`src/rtl/fir_xifu_mem_req.sv`:
```
// rtl/fir_xifu_mem_req.sv - FIR XIFU memory-request issuer: request queue, X-interface mem channel, outstanding tracking
//
// Purpose:
//   Buffers XFIRLW/XFIRSW requests from EX in a small circular FIFO and presents
//   them one at a time on the X-interface memory request channel. Tracks how many
//   accepted requests still await a mem_result, stalls issue at MAX_OUTSTANDING,
//   drops killed head entries before launch, and reports request exceptions.
//
// Ports:
//   clk_i, rst_ni                  clock, asynchronous active-low reset
//   req_valid_i/req_ready_o        EX request handshake (ready = queue not full)
//   req_id_i/we_i/addr_i/wdata_i   request payload
//   kill_i                         per-id kill mask from the controller
//   mem_valid_o/mem_ready_i        memory request handshake towards the core
//   mem_id/addr/we/be/size/mode/wdata_o  request fields (be/size/mode constant)
//   mem_resp_exc_i/exccode_i       exception response, qualified by the handshake
//   mem_result_valid_i             one returned mem_result
//   exc_valid_o/exc_id_o/exc_code_o  one-cycle exception report
//   busy_o                         queue non-empty or requests outstanding

module fir_xifu_mem_req #(
    parameter int X_ID_WIDTH      = 4,
    parameter int DEPTH           = 2,
    parameter int MAX_OUTSTANDING = 2
) (
    input  logic                       clk_i,
    input  logic                       rst_ni,
    input  logic                       req_valid_i,
    output logic                       req_ready_o,
    input  logic [X_ID_WIDTH-1:0]      req_id_i,
    input  logic                       req_we_i,
    input  logic [31:0]                req_addr_i,
    input  logic [31:0]                req_wdata_i,
    input  logic [2**X_ID_WIDTH-1:0]   kill_i,
    output logic                       mem_valid_o,
    input  logic                       mem_ready_i,
    output logic [X_ID_WIDTH-1:0]      mem_id_o,
    output logic [31:0]                mem_addr_o,
    output logic                       mem_we_o,
    output logic [3:0]                 mem_be_o,
    output logic [2:0]                 mem_size_o,
    output logic [1:0]                 mem_mode_o,
    output logic [31:0]                mem_wdata_o,
    input  logic                       mem_resp_exc_i,
    input  logic [5:0]                 mem_resp_exccode_i,
    input  logic                       mem_result_valid_i,
    output logic                       exc_valid_o,
    output logic [X_ID_WIDTH-1:0]      exc_id_o,
    output logic [5:0]                 exc_code_o,
    output logic                       busy_o
);

    localparam int PW = (DEPTH > 1) ? $clog2(DEPTH) : 1;
    localparam int CW = $clog2(DEPTH + 1);
    localparam int OW = $clog2(MAX_OUTSTANDING + 1);
    localparam int EW = X_ID_WIDTH + 1 + 32 + 32;

    localparam logic [CW-1:0] DEPTH_C = CW'(DEPTH);
    localparam logic [OW-1:0] MAX_C   = OW'(MAX_OUTSTANDING);

    typedef enum logic [1:0] {
        ST_IDLE,
        ST_STALL,
        ST_ISSUE
    } state_e;

    state_e state_q, state_d;

    // launched_q: the head was presented last cycle without being accepted, so
    // it must be held unchanged and kill_i no longer applies to it.
    logic launched_q, launched_d;

    logic [EW-1:0] entry_q [DEPTH];
    logic [EW-1:0] entry_d [DEPTH];
    logic [PW-1:0] wr_ptr_q, wr_ptr_d;
    logic [PW-1:0] rd_ptr_q, rd_ptr_d;
    logic [CW-1:0] cnt_q, cnt_d;
    logic [OW-1:0] out_q, out_d;

    logic                  exc_valid_q, exc_valid_d;
    logic [X_ID_WIDTH-1:0] exc_id_q, exc_id_d;
    logic [5:0]            exc_code_q, exc_code_d;

    logic                  empty, full, push;
    logic                  mem_valid, drop, hs, pop;
    logic                  inc, dec;
    logic [EW-1:0]         head;
    logic [X_ID_WIDTH-1:0] head_id;
    logic                  head_we;
    logic [31:0]           head_addr;
    logic [31:0]           head_wdata;

    assign empty = (cnt_q == '0);
    assign full  = (cnt_q == DEPTH_C);
    assign push  = req_valid_i & ~full;

    assign head = entry_q[rd_ptr_q];
    assign {head_id, head_we, head_addr, head_wdata} = head;

    // FSM outputs, queue occupancy and outstanding count for the next cycle.
    always_comb begin
        state_d    = state_q;
        launched_d = 1'b0;
        mem_valid  = 1'b0;
        drop       = 1'b0;

        case (state_q)
            ST_IDLE: begin
                // Queue is empty here; a push this cycle is picked up via cnt_d.
            end
            ST_STALL: begin
                if (!empty && kill_i[head_id]) begin
                    drop = 1'b1;
                end
            end
            ST_ISSUE: begin
                if (launched_q) begin
                    mem_valid = 1'b1;
                end else if (!empty) begin
                    if (kill_i[head_id]) begin
                        drop = 1'b1;
                    end else if (out_q < MAX_C) begin
                        mem_valid = 1'b1;
                    end
                end
            end
            default: begin
                state_d = ST_IDLE;
            end
        endcase

        hs  = mem_valid & mem_ready_i;
        pop = hs | drop;

        cnt_d = cnt_q;
        if (push && !pop) begin
            cnt_d = cnt_q + 1'b1;
        end else if (!push && pop) begin
            cnt_d = cnt_q - 1'b1;
        end

        // A result arriving with nothing outstanding is ignored.
        inc   = hs & ~mem_resp_exc_i;
        dec   = mem_result_valid_i & (out_q != '0);
        out_d = out_q;
        if (inc && !dec) begin
            out_d = out_q + 1'b1;
        end else if (!inc && dec) begin
            out_d = out_q - 1'b1;
        end

        // Deciding from the post-update queue and count lets a push in one
        // cycle present mem_valid_o in the next, and lets a returning result
        // release a stalled head in the cycle after it arrives.
        if (mem_valid && !mem_ready_i) begin
            state_d    = ST_ISSUE;
            launched_d = 1'b1;
        end else if (cnt_d == '0) begin
            state_d = ST_IDLE;
        end else if (out_d >= MAX_C) begin
            state_d = ST_STALL;
        end else begin
            state_d = ST_ISSUE;
        end
    end

    // Queue storage, pointers and exception capture.
    always_comb begin
        entry_d  = entry_q;
        wr_ptr_d = wr_ptr_q;
        rd_ptr_d = rd_ptr_q;
        if (push) begin
            entry_d[wr_ptr_q] = {req_id_i, req_we_i, req_addr_i, req_wdata_i};
            wr_ptr_d          = wr_ptr_q + 1'b1;
        end
        if (pop) begin
            rd_ptr_d = rd_ptr_q + 1'b1;
        end

        exc_valid_d = hs & mem_resp_exc_i;
        exc_id_d    = exc_id_q;
        exc_code_d  = exc_code_q;
        if (hs && mem_resp_exc_i) begin
            exc_id_d   = head_id;
            exc_code_d = mem_resp_exccode_i;
        end
    end

    always_ff @(posedge clk_i or negedge rst_ni) begin
        if (!rst_ni) begin
            state_q     <= ST_IDLE;
            launched_q  <= 1'b0;
            wr_ptr_q    <= '0;
            rd_ptr_q    <= '0;
            cnt_q       <= '0;
            out_q       <= '0;
            exc_valid_q <= 1'b0;
            exc_id_q    <= '0;
            exc_code_q  <= '0;
            for (int i = 0; i < DEPTH; i++) begin
                entry_q[i] <= '0;
            end
        end else begin
            state_q     <= state_d;
            launched_q  <= launched_d;
            wr_ptr_q    <= wr_ptr_d;
            rd_ptr_q    <= rd_ptr_d;
            cnt_q       <= cnt_d;
            out_q       <= out_d;
            exc_valid_q <= exc_valid_d;
            exc_id_q    <= exc_id_d;
            exc_code_q  <= exc_code_d;
            for (int i = 0; i < DEPTH; i++) begin
                entry_q[i] <= entry_d[i];
            end
        end
    end

    assign req_ready_o = ~full;
    assign mem_valid_o = mem_valid;
    assign mem_id_o    = head_id;
    assign mem_we_o    = head_we;
    assign mem_addr_o  = head_addr;
    assign mem_wdata_o = head_wdata;
    assign mem_be_o    = 4'b1111;
    assign mem_size_o  = 3'b010;
    assign mem_mode_o  = 2'b11;
    assign exc_valid_o = exc_valid_q;
    assign exc_id_o    = exc_id_q;
    assign exc_code_o  = exc_code_q;
    assign busy_o      = ~empty | (out_q != '0);

endmodule

```
`config.mk`:
```
export PLATFORM = sky130hd
export DESIGN_NAME = fir_xifu_mem_req
export DESIGN_NICKNAME = d
export VERILOG_FILES = /design/src/rtl/fir_xifu_mem_req.sv
export SDC_FILE = /design/constraint.sdc
export NUM_CORES = 1
export LEC_CHECK = 0
export CAP_MARGIN = 20
export CORE_UTILIZATION = 49
export CTS_CLUSTER_SIZE = 20
export DETAILED_ROUTE_END_ITERATION = 7
export PLACE_DENSITY = 0.88
export SKIP_LAST_GASP = 1
export SLEW_MARGIN = 20
export SYNTH_ARGS = -nofsm -noshare
export SYNTH_HDL_FRONTEND = slang
export SYNTH_SLANG_ARGS = --single-unit
```
`constraint.sdc`:
```
create_clock -name clk_i -period 3.16 [get_ports clk_i]
set_input_delay 0.474 -clock clk_i [delete_from_list [all_inputs] [get_ports clk_i]]
set_output_delay 0.474 -clock clk_i [all_outputs]
set_load 0.02 [all_outputs]
```
== Yosys cells after proc, flatten, opt, wreduce, memory -nomap -nowiden ==
Index checks and enable logic that the tools add are counted.
Word-level totals
  register bits after elaboration: 158
  input bits: 97
  output and inout port bits: 92
Cells by class
  add/subtract/negate cells: 6
  magnitude comparators: 6
  equal/unequal tests: 3
  mux-type cells: 26
  bitwise logic cells: 12
  reduce and logical (&&, ||, !) cells: 17
Operators with widths (count)
  $mux 69: 4
  $bwmux 138: 1
  $demux 69 s1: 1
  $mux 2: 7
  $mux 1: 11
  $logic_and 1x1->1: 8
  $ge 2x2->1 const B: 3
  $logic_not 1->1: 6
  $and 1x1->1: 5
  $lt 4x5->1 const B: 1
  $add 2x1->2 const B: 2
  $bmux 1 s4: 1
  $eq 2x2->1 const B: 2
  $logic_not 2->1: 2
  $not 1->2: 2
  $sub 2x1->2 const B: 2
  $not 1->1: 3
  $add 1x1->1 const B: 2
  $eq 2x1->1 const B: 1
  $lt 2x1->1 const B: 1
  $lt 2x2->1 const B: 1
  $or 1x1->1: 2
  $pmux 1 s2: 1
  $reduce_bool 2->1: 1

== Logic depth before layout (Yosys ltp) ==
  depth after elaboration: 20
  gate-level depth with buffers: 11
  mapped depth without buffers: 9

== Least setup slack after synthesis ==
OpenSTA, ideal clock, no wires.
  path kind: flip-flop to flip-flop
  start: register rd_ptr_q
  end: register state_q[0]
  setup time: 105 ps
  data arrival time: 2498 ps
  data required time: 3055 ps
  setup slack: 556 ps
  stages on the path, launching flop included: 11
  path buffers: 2
  period minus slack after synthesis: 2604 ps
  path through: dfrtp_1 buf_2 mux2_4 nor2b_1 a22oi_1 a32oi_1 or4_1 o21a_1 buf_6 mux2i_1 nor4b_1
On the way
  cells in the longest elaborated chain, start to end: 20
  elaborated cells between the ends (all ways): 35
  classes of those cells: 1 x order compare; 21 x mux; 4 x bitwise; 9 x reduce/logical
RTL lines
  start, declared: RTL line 76  | logic [PW-1:0] rd_ptr_q, rd_ptr_d;
  start signal, assigned: RTL line 207  | rd_ptr_q <= rd_ptr_d;
  $not 1->2 (not written as such) (*): RTL line 97  | assign head = entry_q[rd_ptr_q];
  $mux 69 (not written as such) (*) (3 in a row): RTL line 97
  via mem_id_o[1]: RTL line 37  | output logic [X_ID_WIDTH-1:0] mem_id_o,
  $bmux 1 s4 (*): RTL line 112, 120
  $mux 1 (not written as such) (*): RTL line 112, 120
  $mux 1: RTL line 120  | if (kill_i[head_id]) begin
  $mux 1: RTL line 119  | end else if (!empty) begin
  $mux 1: RTL line 117  | if (launched_q) begin
  [4 not listed]
  $logic_and 1x1->1: RTL line 148  | end else if (!inc && dec) begin
  $mux 2: RTL line 148
  $mux 2: RTL line 146  | if (inc && !dec) begin
  $ge 2x2->1: RTL line 160  | end else if (out_d >= MAX_C) begin
  $mux 2: RTL line 160
  $mux 2: RTL line 158  | end else if (cnt_d == '0) begin
  $mux 2 (*): RTL line 155  | if (mem_valid && !mem_ready_i) begin
  via state_d[0]: RTL line 67  | state_e state_q, state_d;
  end signal, assigned: RTL line 204  | state_q <= state_d;
  end, declared: RTL line 67
The timed path passes the listed nets; every way through them passes the cells marked *. The select of a mux whose other input is x is not followed.
A chain may end at the register's enable or synchronous reset.

== Worst setup path in the final report ==
  start: register rd_ptr_q
  end: output port mem_valid_o
On the way
  cells in the longest elaborated chain, start to end: 10
RTL lines
  $not 1->2 (not written as such): RTL line 97
  $mux 69 (not written as such) (3 in a row): RTL line 97
  $bmux 1 s4: RTL line 120
  $mux 1 (not written as such): RTL line 120
  $mux 1: RTL line 120
  $mux 1: RTL line 119
  $mux 1: RTL line 117
  $mux 1: RTL line 107  | case (state_q)
  end, declared: RTL line 35  | output logic mem_valid_o,
Every way passes these cells. The select of a mux whose other input is x is not followed.

==> metrics.cfg <==
[grt]
grt_pass1_wl_um=24540
grt_start_max_net_pins=72
overflow=0
antenna_found_initial=0
grt_usage_pct=21.68
grt_pass1_vias=4999

[critical_path]
critPathLaunch=rd_ptr_q$_DFFE_PN0P_
crit_arrival_ns=2.57
reg2reg_to=exc_code_o[5]$_DFFE_PN0P_
crit_fanout=10
crit_path_end_kind=output pin
r2r_cells=9
r2r_setup_slack_ns=0.32
rr_startpoint=rd_ptr_q$_DFFE_PN0P_
start_kind=register
path_class=register to output pin
endpoint=mem_valid_o
crit_required_ns=2.69

[yosys]
synth_top_area_share_pct=55.10
synthCells=499
synth-async-reset-ratio_pct=100.0
ys_seq_area_share_pct=55.10
postSynthAreaPerCell_sq_um=14.38
ys.flop_type=dfrtp_1
synth.distinct_cells=37
synth_area_leaders=dfrtp_1, mux2_2, mux2i_1
ys_ff_latch=158
syn_area_sq_mm=0.007176
ys_warn_count=0
synth_area_leader_cell=dfrtp_1
synth_edf_count=0

[clocking]
htree_levels=4
cts_hold_buf=0
worstSkewPairLatency_ns=0.43
clock_path_buffers=2
cts_sinks=158
cts_tree=done
cts_root_buf=clkbuf_16
numCtsBuffers=17
clk_pin_slew_worst_paths_ns=0.06

[route]
drt-pass1-iter-count=4
met3_wirelength_um=1372
drt_iter0_drc=145
wirelength_um=15620
top_layer=met4
vias=4607
drc=0
ant_nets=0
wl_per_cell_um=17.89
met1_length_um=6048
vias_per_cell=5.277
wl_met2_um=7875

[floorplan]
die_width_um=123.0
row_count=43
start_util_pct=50.91
core_sq_mm=0.01410
design.portCount=189
die_h_um=123.0
die_area_sq_mm=0.01513

[sta]
setup_viol=0
finalMaxSlewViolations=0
fmax_mhz=328.6
fin_crit_sh_pct=96.29
rsz0062_at_grt=no
period_needed_ns=3.043
finalClockSkew_ns=0.009723
timing.setup.tns_ns=0
relSlewSlack_pct=56.02
finalHoldViolCount=0
tightest_slew_ns=0.6597

[finish]
antenna_cells=0
drive_above_1_share_pct=37.37
fin_util_pct=69.68
fill_cells=934
areaGrowthSynthToFinish_pct=36.88
nNetsFinal=782
seqCellArea_sq_mm=0.003958
multiInputGateArea_sq_mm=0.003030

[pwr]
leakagePower_nw=4.182
ir_drop_mv=0.6156
power_density_mw_per_mm2=1178

[placement]
port_buffers=179
post-dp-hpwl_um=10870
routabilityCongestion=0.7807

[hold_path]
hold_path_class=input pin to async pin

[job]
drv_cap=0

[outcome]
status=finished, final reports clean

-- state kept, by name, summed over array words and instances, names as in the netlist --
signal and flops:
state_q 2, rd_ptr_q 1, exc_code_o 6, entry_q 138, cnt_q 2, launched_q 1
wr_ptr_q 1, exc_id_o 4, out_q 2, exc_valid_o 1
-- routing by layer --
layer | track usage, % | vias to the layer above
li1 | - | 2118
met1 | 23.25 | 2311
met2 | 37.96 | 153
met3 | 8.718 | 25
met4 | 8.735 | 0
met5 | 0 | -
-- report_power, final --
part / total (mW) / internal [mW] / switching (mW) / leakage (nW)
clock network: 2.20 / 1.41 / 0.791 / 0.314
registers: 3.54 / 3.02 / 0.528 / 1.88
logic: 5.83 / 3.20 / 2.63 / 1.99
total: 11.6 / 7.62 / 3.95 / 4.18
-- through the flow --
step | total power [mW] | instances | hold slack (ns) | area [sq um] | worst slack [ns]
after floorplan | 7.121 | 506 | 0.1784 | 7202 | 0.5564
after global placement | 9.088 | 840 | 0.4812 | 9151 | 0.1953
after detailed placement | 9.349 | 840 | 0.4875 | 9151 | 0.08451
after CTS | 11.68 | 873 | 0.07032 | 9821 | 0.09595
after global routing | 12.18 | 873 | 0.08189 | 9822 | 0.008809
final | 11.57 | 873 | 0.04050 | 9822 | 0.1171
-- critical path, cell delays in order (launching register included) --
cell and delay [ns]:
dfrtp_4 0.50, mux2i_4 0.27, buf_12 0.16, mux2i_1 0.21
a22oi_1 0.13, a32oi_2 0.28, a21oi_2 0.10, nor2b_1 0.16
clkdlybuf4s15_1 0.32
-- how the worst min path moves through the flow --
stage / startpoint / endpoint / slack (ns) / cells after the start
global placement: entry_q[27]$_DFFE_PN0P_ / entry_q[27]$_DFFE_PN0P_ / 0.48 / 1
floorplan: rst_ni / cnt_q[0]$_DFF_PN0_ / 0.18 / 0
finish: rst_ni / out_q[0]$_DFF_PN0_ / 0.04 / 1
detailed placement: entry_q[23]$_DFFE_PN0P_ / entry_q[23]$_DFFE_PN0P_ / 0.49 / 1
CTS: rst_ni / out_q[0]$_DFF_PN0_ / 0.07 / 1
global route: rst_ni / out_q[0]$_DFF_PN0_ / 0.08 / 1
-- final cells by class --
type / count / area share (%)
Multi-Input combinational cell: 299 / 30.85
Inverter: 14 / 0.5350
Clock buffer: 23 / 4.968
Sequential cell: 158 / 40.29
Tap cell: 180 / 2.293
Timing Repair Buffer: 190 / 19.48
Clock inverter: 9 / 1.580
-- timing repair --
item,in CTS,in global routing
setup endpoints to repair,1,1
gates resized for setup,2,1
buffers inserted,1,0
-- cells in the mapped netlist (all sizes together) (5+ instances only) --
| cell type | n |
|---|---|
| mux2 | 210 |
| dfrtp | 158 |
| buf | 23 |
| mux2i | 17 |
| inv | 14 |
| clkbuf | 12 |
| nand2 | 10 |
| nor2 | 8 |
| a21oi | 5 |
| ha | 5 |
| xnor2 | 5 |
-- cells by family (layout without fill, tap and decap cells) --
logic type	after synthesis	in the layout	share of synthesized area [%]
AO/OA/AOI/OAI	17	17	1.779
XOR/XNOR	6	6	0.7323
adder cells (fa/ha/maj)	5	5	0.8718
buffers and inverters	49	236	3.278
flip-flops	158	158	55.10
multiplexers	227	227	35.71
other	2	9	0.1047
AND/OR/NAND/NOR	35	35	2.424
-- layout by cell type (no fill, tap or decap), types with 2 or more instances in the layout --
| master | n |
|---|---|
| conb_1 | 9 |
| bufinv_16 | 4 |
| nor3_1 | 3 |
| clkbuf_1 | 2 |
| buf_4 | 8 |
| xnor2_1 | 5 |
| nand2_1 | 9 |
| buf_12 | 3 |
| dfrtp_1 | 157 |
| a21oi_1 | 4 |
| inv_1 | 14 |
| nand3_1 | 3 |
| clkdlybuf4s50_1 | 177 |
| clkbuf_16 | 17 |
| clkbuf_8 | 4 |
| mux2_4 | 4 |
| nand2b_1 | 3 |
| clkinv_2 | 2 |
| ha_1 | 5 |
| o32ai_1 | 2 |
| nor2b_1 | 3 |
| a22oi_1 | 3 |
| nor2_1 | 7 |
| mux2_2 | 206 |
| mux2i_1 | 16 |
Note: power is estimated with default switching activity, not from simulation.
